[config.mk]
export PLATFORM = sky130hd
export DESIGN_NAME = uart_rom_loader_flat
export DESIGN_NICKNAME = d
export VERILOG_FILES = /design/src/rtl/uart_loader_pkg.sv /design/src/rtl/uart_rom_loader_if.sv /design/src/rtl/uart_rx.sv /design/src/rtl/uart_rom_loader.sv /design/src/flat_wrapper.sv
export SDC_FILE = /design/constraint.sdc
export NUM_CORES = 1
export LEC_CHECK = 0
export CAP_MARGIN = 25
export CORE_AREA = 3 3 131 133
export DETAILED_ROUTE_END_ITERATION = 7
export DIE_AREA = 0 0 134 136
export GPL_ROUTABILITY_DRIVEN = 1
export PLACE_DENSITY = 0.75
export SYNTH_ARGS = -nofsm -noshare
export SYNTH_HDL_FRONTEND = slang
export SYNTH_SLANG_ARGS = --single-unit
[constraint.sdc]
create_clock -name clk -period 3.8 [get_ports clk]
set_input_delay 0.76 -clock clk [delete_from_list [all_inputs] [get_ports clk]]
set_output_delay 0.76 -clock clk [all_outputs]
set_load 0.02 [all_outputs]
[src/rtl/uart_loader_pkg.sv]
// Shared types and constants for the UART ROM loader and its receiver.
package uart_loader_pkg;

    localparam int unsigned BYTE_W = 8;
    localparam int unsigned WORD_W = 32;
    localparam int unsigned LEN_W  = 16;

    localparam logic [BYTE_W-1:0] SYNC_BYTE = 8'hA5;

    typedef enum logic [2:0] {
        ST_IDLE,
        ST_LEN0,
        ST_LEN1,
        ST_DATA,
        ST_CSUM,
        ST_DONE,
        ST_ERR
    } loader_state_e;

    typedef enum logic [1:0] {
        RX_IDLE,
        RX_START,
        RX_DATA,
        RX_STOP
    } rx_state_e;

endpackage

[src/rtl/uart_rom_loader_if.sv]
// ROM write port driven by the loader (master) and consumed by the ROM (slave).
interface uart_rom_loader_if;

    logic                                rom_we_o;
    logic [uart_loader_pkg::WORD_W-1:0]  rom_waddr_o;
    logic [uart_loader_pkg::WORD_W-1:0]  rom_wdata_o;

    modport master (output rom_we_o, rom_waddr_o, rom_wdata_o);
    modport slave  (input  rom_we_o, rom_waddr_o, rom_wdata_o);

endinterface

[src/rtl/uart_rx.sv]
// 8N1 UART receiver: synchronizer, mid-bit start confirm, centre sampling,
// registered byte with a valid pulse or a framing-error pulse.
module uart_rx
    import uart_loader_pkg::*;
#(
    parameter int unsigned CLKS_PER_BIT = 434
) (
    input  logic              clk,
    input  logic              rst,
    input  logic              rx_i,
    output logic [BYTE_W-1:0] byte_o,
    output logic              byte_valid_o,
    output logic              frame_err_o
);

    localparam int unsigned      CNT_W    = $clog2(CLKS_PER_BIT);
    localparam logic [CNT_W-1:0] CNT_LAST = CNT_W'(CLKS_PER_BIT - 1);
    localparam logic [CNT_W-1:0] CNT_HALF = CNT_W'(CLKS_PER_BIT / 2 - 1);

    rx_state_e         state_q, state_d;
    logic              meta_q, sync_q;
    logic [CNT_W-1:0]  cnt_q, cnt_d;
    logic [2:0]        bit_q, bit_d;
    logic [BYTE_W-1:0] shift_q, shift_d;
    logic [BYTE_W-1:0] byte_q, byte_d;
    logic              valid_q, valid_d;
    logic              ferr_q, ferr_d;

    always_ff @(posedge clk) begin
        if (rst) state_q <= RX_IDLE;
        else     state_q <= state_d;
    end

    always_comb begin
        state_d = state_q;
        case (state_q)
            RX_IDLE:  if (!sync_q) state_d = RX_START;
            RX_START: if (cnt_q == CNT_HALF) state_d = sync_q ? RX_IDLE : RX_DATA;
            RX_DATA:  if (cnt_q == CNT_LAST && bit_q == 3'd7) state_d = RX_STOP;
            RX_STOP:  if (cnt_q == CNT_LAST) state_d = RX_IDLE;
            default:  state_d = RX_IDLE;
        endcase
    end

    // Baud/bit counting and sampling; the stop-bit sample decides valid vs framing error.
    always_comb begin
        cnt_d   = cnt_q + CNT_W'(1);
        bit_d   = bit_q;
        shift_d = shift_q;
        byte_d  = byte_q;
        valid_d = 1'b0;
        ferr_d  = 1'b0;
        case (state_q)
            RX_IDLE: cnt_d = '0;
            RX_START: begin
                if (cnt_q == CNT_HALF) begin
                    cnt_d = '0;
                    bit_d = '0;
                end
            end
            RX_DATA: begin
                if (cnt_q == CNT_LAST) begin
                    cnt_d   = '0;
                    shift_d = {sync_q, shift_q[BYTE_W-1:1]};
                    bit_d   = bit_q + 3'd1;
                end
            end
            RX_STOP: begin
                if (cnt_q == CNT_LAST) begin
                    cnt_d   = '0;
                    byte_d  = shift_q;
                    valid_d = sync_q;
                    ferr_d  = !sync_q;
                end
            end
            default: cnt_d = '0;
        endcase
    end

    always_ff @(posedge clk) begin
        if (rst) begin
            meta_q  <= 1'b1;
            sync_q  <= 1'b1;
            cnt_q   <= '0;
            bit_q   <= '0;
            shift_q <= '0;
            byte_q  <= '0;
            valid_q <= 1'b0;
            ferr_q  <= 1'b0;
        end else begin
            meta_q  <= rx_i;
            sync_q  <= meta_q;
            cnt_q   <= cnt_d;
            bit_q   <= bit_d;
            shift_q <= shift_d;
            byte_q  <= byte_d;
            valid_q <= valid_d;
            ferr_q  <= ferr_d;
        end
    end

    assign byte_o       = byte_q;
    assign byte_valid_o = valid_q;
    assign frame_err_o  = ferr_q;

endmodule

[src/rtl/uart_rom_loader.sv]
// Framed UART image download into instruction ROM, holding the core in reset meanwhile.
// Optional checksum byte and CSUM state: define UART_LOADER_CHECKSUM_EN.
module uart_rom_loader
    import uart_loader_pkg::*;
#(
    parameter int unsigned CLKS_PER_BIT   = 434,
    parameter int unsigned MAX_WORDS      = 4096,
    parameter logic [31:0] BASE_ADDR      = 32'h0000_0000,
    parameter int unsigned TIMEOUT_CYCLES = 1_000_000
) (
    input  logic              clk,
    input  logic              rst,
    input  logic              uart_rx_i,
    uart_rom_loader_if.master rom_if,
    output logic              core_rst_o,
    output logic              busy_o,
    output logic              done_o,
    output logic              err_o
);

    localparam int unsigned      TMO_W    = $clog2(TIMEOUT_CYCLES + 1);
    localparam logic [TMO_W-1:0] TMO_LAST = TMO_W'(TIMEOUT_CYCLES - 1);
`ifdef UART_LOADER_CHECKSUM_EN
    localparam loader_state_e POST_DATA = ST_CSUM;
`else
    localparam loader_state_e POST_DATA = ST_DONE;
`endif

    logic [BYTE_W-1:0] rx_byte;
    logic              rx_valid, rx_ferr;

    loader_state_e     state_q, state_d;
    logic [LEN_W-1:0]  len_q, len_d;
    logic [LEN_W-1:0]  word_idx_q, word_idx_d;
    logic [1:0]        byte_cnt_q, byte_cnt_d;
    logic [23:0]       shift_q, shift_d;
    logic [TMO_W-1:0]  timer_q, timer_d;
`ifdef UART_LOADER_CHECKSUM_EN
    logic [BYTE_W-1:0] csum_q, csum_d;
`endif
    logic              rom_we_q, rom_we_d;
    logic [WORD_W-1:0] rom_waddr_q, rom_waddr_d;
    logic [WORD_W-1:0] rom_wdata_q, rom_wdata_d;
    logic              core_rst_q, core_rst_d;
    logic              busy_q, busy_d;
    logic              done_q, done_d;
    logic              err_q, err_d;

    logic              sync_c, in_frame_c, timeout_c, last_word_c;
    logic [LEN_W-1:0]  len_full_c;

    uart_rx #(.CLKS_PER_BIT(CLKS_PER_BIT)) u_rx (
        .clk          (clk),
        .rst          (rst),
        .rx_i         (uart_rx_i),
        .byte_o       (rx_byte),
        .byte_valid_o (rx_valid),
        .frame_err_o  (rx_ferr)
    );

    assign sync_c      = rx_valid && (rx_byte == SYNC_BYTE);
    assign in_frame_c  = (state_q == ST_LEN0) || (state_q == ST_LEN1) ||
                         (state_q == ST_DATA) || (state_q == ST_CSUM);
    assign timeout_c   = in_frame_c && !rx_valid && !rx_ferr && (timer_q == TMO_LAST);
    assign len_full_c  = {rx_byte, len_q[BYTE_W-1:0]};
    assign last_word_c = (word_idx_q == LEN_W'(len_q - LEN_W'(1)));

    always_ff @(posedge clk) begin
        if (rst) state_q <= ST_IDLE;
        else     state_q <= state_d;
    end

    always_comb begin
        state_d = state_q;
        case (state_q)
            ST_IDLE: if (sync_c) state_d = ST_LEN0;
            ST_LEN0: begin
                if (rx_ferr || timeout_c) state_d = ST_ERR;
                else if (rx_valid)        state_d = ST_LEN1;
            end
            ST_LEN1: begin
                if (rx_ferr || timeout_c) state_d = ST_ERR;
                else if (rx_valid) begin
                    if (32'(len_full_c) > MAX_WORDS) state_d = ST_ERR;
                    else if (len_full_c == '0)       state_d = POST_DATA;
                    else                             state_d = ST_DATA;
                end
            end
            ST_DATA: begin
                if (rx_ferr || timeout_c) state_d = ST_ERR;
                else if (rx_valid && byte_cnt_q == 2'd3 && last_word_c) state_d = POST_DATA;
            end
`ifdef UART_LOADER_CHECKSUM_EN
            ST_CSUM: begin
                if (rx_ferr || timeout_c) state_d = ST_ERR;
                else if (rx_valid)        state_d = (rx_byte == csum_q) ? ST_DONE : ST_ERR;
            end
`endif
            ST_DONE: state_d = ST_IDLE;
            ST_ERR:  if (sync_c) state_d = ST_LEN0;
            default: state_d = ST_IDLE;
        endcase
    end

    // Registered outputs plus the length/word/byte counters, word assembly and idle timer.
    always_comb begin
        len_d       = len_q;
        word_idx_d  = word_idx_q;
        byte_cnt_d  = byte_cnt_q;
        shift_d     = shift_q;
`ifdef UART_LOADER_CHECKSUM_EN
        csum_d      = csum_q;
`endif
        rom_we_d    = 1'b0;
        rom_waddr_d = rom_waddr_q;
        rom_wdata_d = rom_wdata_q;
        core_rst_d  = (state_q != ST_IDLE);
        busy_d      = in_frame_c;
        done_d      = (state_q == ST_DONE);
        err_d       = (state_q == ST_ERR);
        timer_d     = (in_frame_c && !rx_valid && !rx_ferr) ? timer_q + TMO_W'(1) : '0;

        if (sync_c && (state_q == ST_IDLE || state_q == ST_ERR)) begin
            len_d      = '0;
            word_idx_d = '0;
            byte_cnt_d = '0;
`ifdef UART_LOADER_CHECKSUM_EN
            csum_d     = '0;
`endif
        end else if (rx_valid) begin
            case (state_q)
                ST_LEN0: len_d[BYTE_W-1:0]       = rx_byte;
                ST_LEN1: len_d[LEN_W-1:BYTE_W]   = rx_byte;
                ST_DATA: begin
                    shift_d    = {rx_byte, shift_q[23:8]};
                    byte_cnt_d = byte_cnt_q + 2'd1;
`ifdef UART_LOADER_CHECKSUM_EN
                    csum_d     = csum_q + rx_byte;
`endif
                    if (byte_cnt_q == 2'd3) begin
                        rom_we_d    = 1'b1;
                        rom_waddr_d = BASE_ADDR + WORD_W'({word_idx_q, 2'b00});
                        rom_wdata_d = {rx_byte, shift_q};
                        word_idx_d  = word_idx_q + LEN_W'(1);
                    end
                end
                default: ;
            endcase
        end
    end

    always_ff @(posedge clk) begin
        if (rst) begin
            len_q       <= '0;
            word_idx_q  <= '0;
            byte_cnt_q  <= '0;
            shift_q     <= '0;
            timer_q     <= '0;
`ifdef UART_LOADER_CHECKSUM_EN
            csum_q      <= '0;
`endif
            rom_we_q    <= 1'b0;
            rom_waddr_q <= '0;
            rom_wdata_q <= '0;
            core_rst_q  <= 1'b0;
            busy_q      <= 1'b0;
            done_q      <= 1'b0;
            err_q       <= 1'b0;
        end else begin
            len_q       <= len_d;
            word_idx_q  <= word_idx_d;
            byte_cnt_q  <= byte_cnt_d;
            shift_q     <= shift_d;
            timer_q     <= timer_d;
`ifdef UART_LOADER_CHECKSUM_EN
            csum_q      <= csum_d;
`endif
            rom_we_q    <= rom_we_d;
            rom_waddr_q <= rom_waddr_d;
            rom_wdata_q <= rom_wdata_d;
            core_rst_q  <= core_rst_d;
            busy_q      <= busy_d;
            done_q      <= done_d;
            err_q       <= err_d;
        end
    end

    assign rom_if.rom_we_o    = rom_we_q;
    assign rom_if.rom_waddr_o = rom_waddr_q;
    assign rom_if.rom_wdata_o = rom_wdata_q;
    assign core_rst_o         = core_rst_q;
    assign busy_o             = busy_q;
    assign done_o             = done_q;
    assign err_o              = err_q;

endmodule
[src/flat_wrapper.sv]
// flat-port wrapper written by rule: the top's interface ports become plain ports
module uart_rom_loader_flat import uart_loader_pkg::*;
#(
    parameter int unsigned CLKS_PER_BIT   = 434,
    parameter int unsigned MAX_WORDS      = 4096,
    parameter logic [31:0] BASE_ADDR      = 32'h0000_0000,
    parameter int unsigned TIMEOUT_CYCLES = 1_000_000
)
  (clk, rst, uart_rx_i, core_rst_o, busy_o, done_o, err_o, rom_if_rom_we_o, rom_if_rom_waddr_o, rom_if_rom_wdata_o);
  uart_rom_loader_if rom_if_i ();
  input  logic clk;
  input  logic rst;
  input  logic uart_rx_i;
  output logic core_rst_o;
  output logic busy_o;
  output logic done_o;
  output logic err_o;
  output wire logic [$bits(rom_if_i.rom_we_o)-1:0] rom_if_rom_we_o;
  output wire logic [$bits(rom_if_i.rom_waddr_o)-1:0] rom_if_rom_waddr_o;
  output wire logic [$bits(rom_if_i.rom_wdata_o)-1:0] rom_if_rom_wdata_o;
  assign rom_if_rom_we_o = rom_if_i.rom_we_o;
  assign rom_if_rom_waddr_o = rom_if_i.rom_waddr_o;
  assign rom_if_rom_wdata_o = rom_if_i.rom_wdata_o;
  uart_rom_loader #(.CLKS_PER_BIT(CLKS_PER_BIT), .MAX_WORDS(MAX_WORDS), .BASE_ADDR(BASE_ADDR), .TIMEOUT_CYCLES(TIMEOUT_CYCLES)) u_core (.clk(clk), .rst(rst), .uart_rx_i(uart_rx_i), .rom_if(rom_if_i), .core_rst_o(core_rst_o), .busy_o(busy_o), .done_o(done_o), .err_o(err_o));
endmodule
==> metrics.md <==
| Metric | Value |
|---|---|
| First-pass GRT wire length | `~25 mm` |
| Hold Buf Count CTS | `0` |
| PD cells | `about 440 nW/µm²` |
| Gr usage total | `0.1701` |
| EDFF count, synth | `0` |
| Vias in the first global route | `5,372` |
| Core ar. | `between 15,000 and 20,000 µm²` |
| Detailed Place HPWL | `~10 mm` |
| Worst setup SP type | `flop` |
| Root buf cell | `clkbuf_16` |
| Critical path fanouts, max | `6` |
| Worst-Margin Slew | `about 970 ps` |
| Drt wl/cell | `13.62 µm` |
| Minimum clock period | `roughly 2700 ps` |
| Hold slack | `roughly 410 ps` |
| Die Wd | `approximately 130 µm` |
| FF+latch area | `roughly 3400 µm²` |
| Die area | `~18,000 µm²` |
| DR DRC count | `0` |
| Routed met1 length | `7.259 mm` |
| Async set-reset flop share out of synthesis | `0` |
| Area occupied by multi-input gates | `approximately 3400 µm²` |
| Hold WC Path Type | `flop to flop` |
| Total grt overflow | `0` |
| CTS tree | `yes` |
| DRT antenna net count | `0` |
| # Post-CTS Setup Buffers | `0` |
| Cts repair resizes | `0` |
| Placed Area | `around 7700 µm²` |
| Final Max Tran Viols | `0` |
| Yosys warnings | `0` |
| Final setup violation count | `0` |
| Initial antenna violation count | `0` |
| Fin area | `8305 µm²` |
| Uppermost routed layer | `met4` |
| Synthesized cell area | `7169 µm²` |
| Final hold viol count | `0` |
| Share of cells above drive strength 1 | `0.04636` |
| Share of the yosys chip area belonging to registers | `0.4691` |
| CTS Buffer Depth | `2` |
| Routed wire length | `~15 mm` |
| Post-synth cell types | `60` |
| Initial Util | `0.4497` |
| Fin crit share | `0.7103` |
| Input/output buffers | `55` |
| Fin Clk Skew | `between 5 and 6 ps` |
| Critical-path cell list | `inv_1 -> ha_1 -> nor2b_1 -> nand2_1 -> xnor2_1 -> or4_1 -> nor4_1 -> a31oi_1 -> o21a_1` |
| Synthesized flop and latch total | `around 170` |
| Mapped Cells | `just under 900` |
| Rows | `between 40 and 50` |
| Critical path endpoint category | `flop` |
| GPL Wtd Cong | `0.8422` |
| Critical Path AT | `around 3000 ps` |
| Clock sinks | `around 170` |
| H-tree levels | `4` |
| Clk Latency, worst-skew pair | `approximately 420 ps` |
| Routed via count | `5,755` |
| Metal2 WL | `7.053 mm` |
| DRT Pass-1 Iters | `4` |
| Chip height | `approximately 140 µm` |
| Avg Cell Area, Syn | `about 8.3 µm²` |
| Number of inserted diodes | `0` |
| Worst Path Buf+Inv | `1` |
| CTS Buf Count | `17` |
| Final #Nets | `between 900 and 1k` |
| CP max-delay cell | `or4_1` |
| Crit Path Class | `flop to flop` |
| Largest stage delay, worst path | `approximately 500 ps` |
| I/O pin count | `around 70` |
| Leakage | `~0.0029 µW` |
| First DRT Iteration DRCs | `around 360` |
| Run status | `finished, final reports clean` |
| Worst-path clk slew | `60 ps` |
| Area added between synthesis and finish | `15.85%` |
| Crit path max-delay family | `simple AND/OR/NAND/NOR gates` |
| Reg-to-reg setup timing slack | `approximately 1100 ps` |
| Achievable frequency | `370.5 MHz` |
| Dpl ws | `about 1200 ps` |
| RSZ-0062 raised after global routing | `no` |
| Critical Path RT | `4110 ps` |
| Post-synth top flop | `dfxtp_1` |
| Max-cap viol count | `0` |
| # fillers | `~1.5k` |
| Vias per cell | `between 5 and 6` |
| Rel. slew slack | `0.3511` |
| Met3 WL | `around 640 µm` |
| Setup Total Neg Slack | `0 ps` |
| VDD IR max | `roughly 0.3 mV` |
| Worst Setup Slack, final | `1101 ps` |
| Largest net degree at the start of global routing | `90` |
registers in the layout, summed over array words and instances (netlist names), named ones only:
register                   flops
u_core.u_rx.state_q            1
u_core.u_rx.cnt_q              9
u_core.rom_if.rom_waddr_o     16
u_core.core_rst_o              1
u_core.shift_q                24
u_core.word_idx_q             16
u_core.rom_if.rom_wdata_o     32
u_core.err_o                   1
u_core.len_q                  16
u_core.state_q                 3
u_core.rom_if.rom_we_o         1
u_core.busy_o                  1
u_core.u_rx.bit_q              3
u_core.u_rx.byte_o             8
u_core.timer_q                20
u_core.byte_cnt_q              2
u_core.u_rx.meta_q             1
u_core.done_o                  1
u_core.u_rx.byte_valid_o       1
u_core.u_rx.frame_err_o        1
u_core.u_rx.shift_q            8
u_core.u_rx.sync_q             1
through the flow:
| step | power, µW | cells | utilization |
|---|---|---|---|
| after floorplan | 1858 | 883 | - |
| after global placement | 1852 | 1090 | 0.4823 |
| after detailed placement | 1852 | 1090 | 0.4823 |
| after CTS | 3652 | 1122 | 0.5210 |
| after global routing | 3741 | 1122 | 0.5210 |
| final | 3619 | 1122 | 0.5210 |
report_power, final:
part           switching [µW]  internal, µW  leakage (µW)  total (µW)
Clock                     669          1140      0.000296        1810
Sequential               2.56          1760       0.00135        1770
Combinational            40.7          6.84       0.00122        47.6
cells in the mapped netlist (all sizes together), types with 6 or more instances:
library cell  instances  area (µm²)
a21oi                99       495.5
and3                 11       70.07
buf                  29       198.9
clkbuf               37       150.1
dfxtp               168        3363
ha                    9       112.6
inv                  11       41.29
mux2i                19       190.2
nand2               205       769.5
nand2b                6       37.54
nand3                23       115.1
nand4                12       75.07
nor2                 87       326.6
nor3                 17       85.08
nor4                 12       90.09
xnor2                32       280.3
xor2                 33       289.0
cells by family after synthesis:
| family | synth area share |
|---|---|
| other cells | 0.0005231 |
| fa+ha+maj | 0.01710 |
| simple gates | 0.2520 |
| mux | 0.02810 |
| flops | 0.4691 |
| xor+xnor | 0.07941 |
| buf+inv | 0.05899 |
| compound gates | 0.09477 |
routing by layer:
layer | track usage | up-vias
met1 | 0.2227 | 2704
met4 | 0.08114 | 0
met2 | 0.2681 | 123
li1 | - | 2898
met5 | 0 | -
met3 | 0.03701 | 30
final cells by class:
type / count / share of cell area
sequential: 168 / 0.4049
timing repair buffer: 58 / 0.06870
clock inverter: 7 / 0.01702
tap: 216 / 0.03254
inverter: 11 / 0.004971
clock buffer: 25 / 0.05725
multi-input combinational: 637 / 0.4146
worst paths after layout:
check                                   startpoint                  to  depth (start not counted)
worst min register to register  u_core.u_rx.meta_q  u_core.u_rx.sync_q                          1
worst min-delay path            u_core.u_rx.meta_q  u_core.u_rx.sync_q                          1
worst max register to register     u_core.len_q[0]   u_core.state_q[0]                          9
worst max-delay path               u_core.len_q[0]   u_core.state_q[0]                          9
cell usage in the layout, fill, tap and decap left out, types with 5 or more instances in the layout:
master,instances
nand4_1,12
o21ai_0,5
and3_1,10
nand2_1,204
nand3b_1,5
ha_1,9
mux2i_1,19
conb_1,16
nand3_1,23
xor2_1,33
nand2b_1,6
xnor2_1,32
inv_1,11
nor3_1,17
clkbuf_1,6
dfxtp_1,168
nor2_1,87
clkbuf_16,17
clkdlybuf4s50_1,54
nor4_1,11
a21oi_1,99
No activity file was read; power rests on OpenSTA's default activity.
